`src/rtl/router_sync_ctrl_if.sv`:
```
// Interface bundling the router_sync_ctrl handshake and status signals.
// master: the FSM/FIFO/client side that drives the controller inputs.
// slave : the router_sync_ctrl block itself.
// Optional build macro ROUTER_SYNC_STICKY_EN adds the timeout_sticky status bits.
interface router_sync_ctrl_if #(
  parameter int NUM_PORTS = 3,
  parameter int ADDR_W    = 2
);
  logic                 detect_add;
  logic [ADDR_W-1:0]    data_in;
  logic                 write_enb_reg;
  logic [NUM_PORTS-1:0] read_enb;
  logic [NUM_PORTS-1:0] empty;
  logic [NUM_PORTS-1:0] full;
  logic                 fifo_full;
  logic [NUM_PORTS-1:0] valid_out;
  logic [NUM_PORTS-1:0] write_enb;
  logic [NUM_PORTS-1:0] soft_reset;
`ifdef ROUTER_SYNC_STICKY_EN
  logic [NUM_PORTS-1:0] timeout_sticky;

  modport master (
    output detect_add, data_in, write_enb_reg, read_enb, empty, full,
    input  fifo_full, valid_out, write_enb, soft_reset, timeout_sticky
  );

  modport slave (
    input  detect_add, data_in, write_enb_reg, read_enb, empty, full,
    output fifo_full, valid_out, write_enb, soft_reset, timeout_sticky
  );
`else
  modport master (
    output detect_add, data_in, write_enb_reg, read_enb, empty, full,
    input  fifo_full, valid_out, write_enb, soft_reset
  );

  modport slave (
    input  detect_add, data_in, write_enb_reg, read_enb, empty, full,
    output fifo_full, valid_out, write_enb, soft_reset
  );
`endif
endinterface

```
`src/rtl/router_sync_ctrl.sv`:
```
// router_sync_ctrl: sits in front of the per-destination output FIFOs of the
// 1x3 router. Latches the packet destination, steers the FSM write strobe to
// the addressed FIFO, returns that FIFO's full flag, presents valid_out and
// flushes a FIFO (soft_reset) when its client stalls for TIMEOUT cycles.
// Optional build macro ROUTER_SYNC_STICKY_EN adds per-port timeout_sticky flags
// that record a timeout until the port is addressed again.
module router_sync_ctrl #(
  parameter int NUM_PORTS = 3,
  parameter int ADDR_W    = 2,
  parameter int TIMEOUT   = 30
) (
  input  logic                clock,
  input  logic                reset,
  router_sync_ctrl_if.slave   bus
);

  localparam int CNT_W = $clog2(TIMEOUT + 1);
  localparam logic [CNT_W-1:0] CNT_LAST = CNT_W'(TIMEOUT - 1);

  logic [ADDR_W-1:0]    addr_q;
  logic [ADDR_W-1:0]    addr_d;
  logic [CNT_W-1:0]     cnt_q [NUM_PORTS];
  logic [CNT_W-1:0]     cnt_d [NUM_PORTS];
  logic [NUM_PORTS-1:0] soft_reset_q;
  logic [NUM_PORTS-1:0] soft_reset_d;
  logic [NUM_PORTS-1:0] write_enb_s;
  logic                 fifo_full_s;
  logic [NUM_PORTS-1:0] valid_out_s;

  // Destination address next-state: capture on detect_add, otherwise hold.
  always_comb begin
    addr_d = addr_q;
    if (bus.detect_add) begin
      addr_d = bus.data_in;
    end else begin
      addr_d = addr_q;
    end
  end

  // Decode the latched address; an out-of-range address matches no port so
  // the packet is dropped and fifo_full reads 0.
  always_comb begin
    write_enb_s = {NUM_PORTS{1'b0}};
    fifo_full_s = 1'b0;
    for (int i = 0; i < NUM_PORTS; i++) begin
      if (addr_q == ADDR_W'(i)) begin
        write_enb_s[i] = bus.write_enb_reg;
        fifo_full_s    = bus.full[i];
      end else begin
        write_enb_s[i] = 1'b0;
      end
    end
  end

  assign valid_out_s = ~bus.empty;

  // Per-port stall counters: count stalled cycles, pulse soft_reset on the
  // TIMEOUT-th and restart from 0 so two pulses can never be adjacent.
  always_comb begin
    soft_reset_d = {NUM_PORTS{1'b0}};
    for (int i = 0; i < NUM_PORTS; i++) begin
      cnt_d[i] = {CNT_W{1'b0}};
      if (valid_out_s[i] && !bus.read_enb[i]) begin
        if (cnt_q[i] == CNT_LAST) begin
          cnt_d[i]        = {CNT_W{1'b0}};
          soft_reset_d[i] = 1'b1;
        end else begin
          cnt_d[i]        = cnt_q[i] + CNT_W'(1);
          soft_reset_d[i] = 1'b0;
        end
      end else begin
        cnt_d[i]        = {CNT_W{1'b0}};
        soft_reset_d[i] = 1'b0;
      end
    end
  end

  // State registers; reset parks the address on an invalid port.
  always_ff @(posedge clock or posedge reset) begin
    if (reset) begin
      addr_q       <= {ADDR_W{1'b1}};
      soft_reset_q <= {NUM_PORTS{1'b0}};
      for (int i = 0; i < NUM_PORTS; i++) begin
        cnt_q[i] <= {CNT_W{1'b0}};
      end
    end else begin
      addr_q       <= addr_d;
      soft_reset_q <= soft_reset_d;
      for (int i = 0; i < NUM_PORTS; i++) begin
        cnt_q[i] <= cnt_d[i];
      end
    end
  end

  assign bus.write_enb  = write_enb_s;
  assign bus.fifo_full  = fifo_full_s;
  assign bus.valid_out  = valid_out_s;
  assign bus.soft_reset = soft_reset_q;

`ifdef ROUTER_SYNC_STICKY_EN
  logic [NUM_PORTS-1:0] sticky_q;
  logic [NUM_PORTS-1:0] sticky_d;

  // Sticky timeout flags: set by a timeout, cleared when the port is
  // addressed again; a timeout in the same cycle wins.
  always_comb begin
    sticky_d = sticky_q;
    for (int i = 0; i < NUM_PORTS; i++) begin
      if (soft_reset_d[i]) begin
        sticky_d[i] = 1'b1;
      end else if (bus.detect_add && (bus.data_in == ADDR_W'(i))) begin
        sticky_d[i] = 1'b0;
      end else begin
        sticky_d[i] = sticky_q[i];
      end
    end
  end

  // Sticky flag register.
  always_ff @(posedge clock or posedge reset) begin
    if (reset) begin
      sticky_q <= {NUM_PORTS{1'b0}};
    end else begin
      sticky_q <= sticky_d;
    end
  end

  assign bus.timeout_sticky = sticky_q;
`endif

endmodule
```
`src/flat_wrapper.sv`:
```
// flat-port wrapper written by rule: the top's interface ports become plain ports
module router_sync_ctrl_flat 
#(
  parameter int NUM_PORTS = 3,
  parameter int ADDR_W    = 2,
  parameter int TIMEOUT   = 30
)
  (clock, reset, bus_detect_add, bus_data_in, bus_write_enb_reg, bus_read_enb, bus_empty, bus_full, bus_fifo_full, bus_valid_out, bus_write_enb, bus_soft_reset);
  router_sync_ctrl_if #(.NUM_PORTS(NUM_PORTS), .ADDR_W(ADDR_W)) bus_i ();
  input  logic clock;
  input  logic reset;
  input wire logic [$bits(bus_i.detect_add)-1:0] bus_detect_add;
  input wire logic [$bits(bus_i.data_in)-1:0] bus_data_in;
  input wire logic [$bits(bus_i.write_enb_reg)-1:0] bus_write_enb_reg;
  input wire logic [$bits(bus_i.read_enb)-1:0] bus_read_enb;
  input wire logic [$bits(bus_i.empty)-1:0] bus_empty;
  input wire logic [$bits(bus_i.full)-1:0] bus_full;
  output wire logic [$bits(bus_i.fifo_full)-1:0] bus_fifo_full;
  output wire logic [$bits(bus_i.valid_out)-1:0] bus_valid_out;
  output wire logic [$bits(bus_i.write_enb)-1:0] bus_write_enb;
  output wire logic [$bits(bus_i.soft_reset)-1:0] bus_soft_reset;
  assign bus_i.detect_add = bus_detect_add;
  assign bus_i.data_in = bus_data_in;
  assign bus_i.write_enb_reg = bus_write_enb_reg;
  assign bus_i.read_enb = bus_read_enb;
  assign bus_i.empty = bus_empty;
  assign bus_i.full = bus_full;
  assign bus_fifo_full = bus_i.fifo_full;
  assign bus_valid_out = bus_i.valid_out;
  assign bus_write_enb = bus_i.write_enb;
  assign bus_soft_reset = bus_i.soft_reset;
  router_sync_ctrl #(.NUM_PORTS(NUM_PORTS), .ADDR_W(ADDR_W), .TIMEOUT(TIMEOUT)) u_core (.clock(clock), .reset(reset), .bus(bus_i));
endmodule
```
`config.mk`:
```
export PLATFORM = sky130hd
export DESIGN_NAME = router_sync_ctrl_flat
export DESIGN_NICKNAME = d
export VERILOG_FILES = /design/src/rtl/router_sync_ctrl_if.sv /design/src/rtl/router_sync_ctrl.sv /design/src/flat_wrapper.sv
export SDC_FILE = /design/constraint.sdc
export NUM_CORES = 1
export LEC_CHECK = 0
export ABC_AREA = 1
export CAP_MARGIN = 20
export CORE_AREA = 2 2 61 63
export DETAILED_ROUTE_END_ITERATION = 10
export DIE_AREA = 0 0 63 65
export DONT_BUFFER_PORTS = 1
export GPL_TIMING_DRIVEN = 0
export MAX_ROUTING_LAYER = met4
export PLACE_DENSITY = 0.48
export REMOVE_ABC_BUFFERS = 1
export SETUP_SLACK_MARGIN = 0.02
export SYNTH_ARGS = -nofsm -noshare
export SYNTH_HDL_FRONTEND = slang
export SYNTH_SLANG_ARGS = --single-unit
```
`constraint.sdc`:
```
create_clock -name clock -period 2.5 [get_ports clock]
set_clock_uncertainty 0.1 [all_clocks]
set_input_delay 0.375 -clock clock [delete_from_list [all_inputs] [get_ports clock]]
set_output_delay 0.375 -clock clock [all_outputs]
set_load 0.1 [all_outputs]
```
Word level (Yosys, flattened, before mapping) --
Index checks and enable logic that the tools add are counted.
Word-level totals: bits of input ports 15, register bits after elaboration 20
Cells by class: bitwise logic cells 1, equality and inequality tests 5, add/subtract/negate cells 3, reduce and logical (&&, ||, !) cells 7, mux-type cells 18
Operators with widths (count):
- 2-to-1 mux 5 bit | 6
- adder 5 x 1 -> 5 bit (second input constant) | 3
- equality test 5 bit (second input constant) | 3
- 2-to-1 mux 1 bit | 12
- logical AND 1 bit | 3
- zero test 1 bit | 3
- NOT 3 bit | 1
- equality test 2 x 1 -> 1 bit (second input constant) | 1
- equality test 2 bit (second input constant) | 1
- zero test 2 bit | 1

Logic depth before layout (Yosys ltp) --
Gate-level depths: netlist (run 1).
depth after elaboration 4, mapped depth 7

Worst setup path before layout (run 1) --
Ideal clock, no wire load.
path kind register to output, from reg u_core.addr_q[0], to out bus_write_enb[1], slack -632 ps, arrival time 2657 ps, data required time 2025 ps, stages on the path, launching flop included 3, buffers on the path 0, cells stage by stage dfstp_2 -> inv_1 -> nor3_1
On the way: word-level cells in the longest chain between the ends 2
Ends and longest elaborated chain:
- from (decl) | line router_sync_ctrl.sv:20 | logic [ADDR_W-1:0] addr_q;
- from (signal assigned) | line router_sync_ctrl.sv:81 | addr_q <= {ADDR_W{1'b1}};
- from (signal assigned) | line router_sync_ctrl.sv:87 | addr_q <= addr_d;
- equality test 2 x 1 -> 1 bit | line router_sync_ctrl.sv:46 | if (addr_q == ADDR_W'(i)) begin
- 2-to-1 mux 1 bit | line router_sync_ctrl.sv:46
- to (decl) | line flat_wrapper.sv:20 | output wire logic [$bits(bus_i.write_enb)-1:0] bus_write_enb;
No other way between the ends.

Worst setup path after layout (run 1) --
from reg u_core.addr_q[1], to out bus_fifo_full
On the way: word-level cells in the longest chain between the ends 4, elaborated cells between the ends (all ways) 6, those cells by class 2 x eq/ne; 3 x mux; 1 x reduce/logical
Ends and longest elaborated chain:
- zero test 2 bit | line router_sync_ctrl.sv:46
- 2-to-1 mux 1 bit (2 in a row) | line router_sync_ctrl.sv:46
- 2-to-1 mux 1 bit (*) | line router_sync_ctrl.sv:46
- to (decl) | line flat_wrapper.sv:18 | output wire logic [$bits(bus_i.fifo_full)-1:0] bus_fifo_full;
Mark *: on every way between the ends. The rest lies on a longest branch, timed or not.

==> run metrics, run 1 <==
reg-to-reg startpoint u_core.cnt_q[5]; synth unique cells 14; WHS between 2 and 2.5 ps; Leakage Power 0.589 nW; startpoint of the most critical setup path u_core.addr_q[1]; Post-Syn Instances approximately 120; Area Growth Syn to Fin 19.7%; number of inserted diodes 0; Syn Std Cell Area 998 µm²; CTS tree yes; count of placed standard cells including taps about 170; maximum frequency from static timing analysis between 400 and 500 MHz; flop2flop setup slack 860 ps; final global-route overflow total 0; routed wirelength normalized by instance count ~10 µm; max-capacitance violation count 0; Commonest cells post-synth inv_1, dfrtp_1, nor2_1, nand2_1, nand3_1; layout cell share with drive strength beyond 1 approximately 16%; die outline width between 60 and 70 µm; number of top-level design ports 25; number of non-filler instances in the completed layout approximately 180; count of H-tree levels built during CTS 1; 1st-iter DRT viols 27; half-perimeter wire length after placement about 1300 µm; clock buffer count from CTS 3; #FFs+latches synth 20; number of clock sinks 20; capture point of the worst path bus_fifo_full; number of pins exceeding their max-slew limit in the final report 0; vias after detailed routing ~770; placer congestion estimate a little over 0.7; pin count of the biggest net entering global routing 21; share of Yosys cell area claimed by the top area cell type between 40% and 50%; most common flop cell mapped by yosys dfrtp_1; sequential share of the synthesized area between 50% and 60%; Final #Nets 150; count of TritonRoute iterations in the first routing pass 4; IR Drop Worst-Case VDD 0.291 mV; y dimension of the die between 60 and 70 µm; async set-reset flop share out of synthesis 100%; Synth area leader dfrtp_1; number of antenna violations at the first check in global routing 0; area of the die just over 4000 µm²; Post-Synthesis Mean Instance Area 8.61 µm²; initial standard-cell utilization of the core roughly 29%; startpoint class of the critical path flip-flop; CP peak stage delay ~750 ps; CTS Root Buffer Type clkbuf_4; global-route wire length before repair ~3100 µm; number of enable-type register cells in the synthesized netlist 0; run status complete, no violations; cell depth of the worst flop-to-flop path 6; most common cell in the synthesized netlist inv_1; floorplan core area 3500 µm²; terminus of the critical flop-to-flop path u_core.bus.soft_reset[1]; sort of element at the end of the critical path output pin; Pwr per Cell Area ~510 nW/µm²; clock transition at the register clock pins on the worst setup and hold paths after CTS 110 ps; Port Buffer Count 0; data arrival time of the critical path ~1800 ps; Worst Path Max Fanout 4; clock latency of the later-clocked register in the worst-skew pair around 300 ps; maximum number of buffers from clock root to sink 2; total of warnings raised by yosys 0; Critical Path Slowest Stage Cell nand3_1; final critical-path required period approximately 2300 ps; post-route clock period utilization ~90%; post_cts resized 0; dominant cell type by count on the critical path nand3_1; Crit Path Class reg2out; remaining antenna violation count after routing 0; Vias per Instance around 4.4; setup repair after global routing missed its margin no; via count of the first global-routing pass approximately 750; top cells by area in the synthesized netlist dfrtp_1, inv_1, ha_1; Cell Rows 22; CP required around 2000 ps; total detailed-routing wirelength between 1500 and 2000 µm; type of the most critical hold path in2async; Tot GR Track Use approximately a tenth; list of cells traversed by the critical path inv_1 -> nand3_1 -> nand3_1; Max-slew headroom about a third; DRC errors left 0; number of endpoints with negative hold slack in the final report 0; Setup violations, final 0; actual transition at the worst max-transition pin between 1000 and 1500 ps
==> final cells by class <==
type                            instances  area (µm²)
Multi-Input combinational cell         74         428
Sequential cell                        20         503
Tap cell                               48        60.1
Inverter                               22        82.6
Fill cell                             376        2300
Timing Repair Buffer                    8        95.1
Clock buffer                            4        26.3
==> cells by family (layout without fill, tap and decap cells) <==
kind of cell	Yosys count	count (layout)	synth area share, %
compound gates	5	5	2.51
xor+xnor	3	3	2.63
fa+ha+maj	6	6	7.52
buf+inv	22	34	8.27
flops	20	20	50.4
simple gates	60	60	28.7
==> worst min-delay path by stage <==
stage,slack [ps],end,cells past startpoint,startpoint
floorplan,240,u_core.bus.soft_reset[0],1,reset
global placement,340,u_core.bus.soft_reset[0],1,bus_read_enb[0]
detailed placement,340,u_core.bus.soft_reset[1],1,bus_read_enb[1]
CTS,3,u_core.bus.soft_reset[0],1,bus_read_enb[0]
global route,-0.7,u_core.bus.soft_reset[0],1,bus_empty[0]
finish,2,u_core.cnt_q[11],1,reset
==> state kept, by name, summed over array words and instances, names as in the netlist <==
| register | count |
|---|---|
| u_core.cnt_q | 15 |
| u_core.addr_q | 2 |
| u_core.bus.soft_reset | 3 |
==> report_power, final <==
group | switching (mW) | internal [mW] | total [mW]
clock network | 0.0984 | 0.0621 | 0.160
registers | 0.00946 | 0.333 | 0.343
logic | 0.0854 | 0.0222 | 0.108
total | 0.193 | 0.418 | 0.611
==> cell usage in the layout (no fill, tap or decap) <==
master,count
inv_1,22
nor2_1,18
a21oi_1,3
clkbuf_4,3
ha_1,6
buf_8,3
xnor2_1,3
nand2_2,6
nor3_2,6
nand4_1,3
dfstp_2,2
dfrtp_1,18
clkbuf_1,1
dlygate4sd3_1,5
nand2_1,14
o21ai_0,2
nand3_1,13
==> critical path: cells and delay by family, from the launching register on <==
family	cells	cell delay, ps
buffers and inverters	1	90
flip-flops	1	590
AND/OR/NAND/NOR	2	830
==> per-stage QoR <==
step	worst slack (ps)	util (%)	cell area [µm²]	power (mW)	TNS, ps
2_1_floorplan	-632	-	998	0.431	-1680
3_3_place_gp	-690	30.3	1060	0.439	-1820
3_5_place_dp	556	32.0	1120	0.454	0
4_1_cts	201	33.3	1160	0.622	0
5_1_grt	150	34.2	1190	0.638	0
6_report	224	34.2	1190	0.611	0
==> what timing repair did <==
item | in CTS | in global routing
hold buffers | 2 | 3
setup buffers | 0 | 0
setup endpoints to repair | 0 | 0
endpoints found under the hold margin | 1 | 2
==> layer usage <==
layer / vias to the layer above / track usage, % / wire, µm
met5: - / - / 0
met1: 355 / 10.5 / 781
met4: 0 / 3.33 / 21
met3: 2 / 3.65 / 105
li1: 385 / - / -
met2: 24 / 18.0 / 857
Note: power is estimated with default switching activity, not from simulation.
==> run 2, diff against run 1 <==
- SKIP_LAST_GASP: not set -> 1
==> results of run 2 <==
Same layout as run 1: the final DEF is identical, and so are final timing and power.
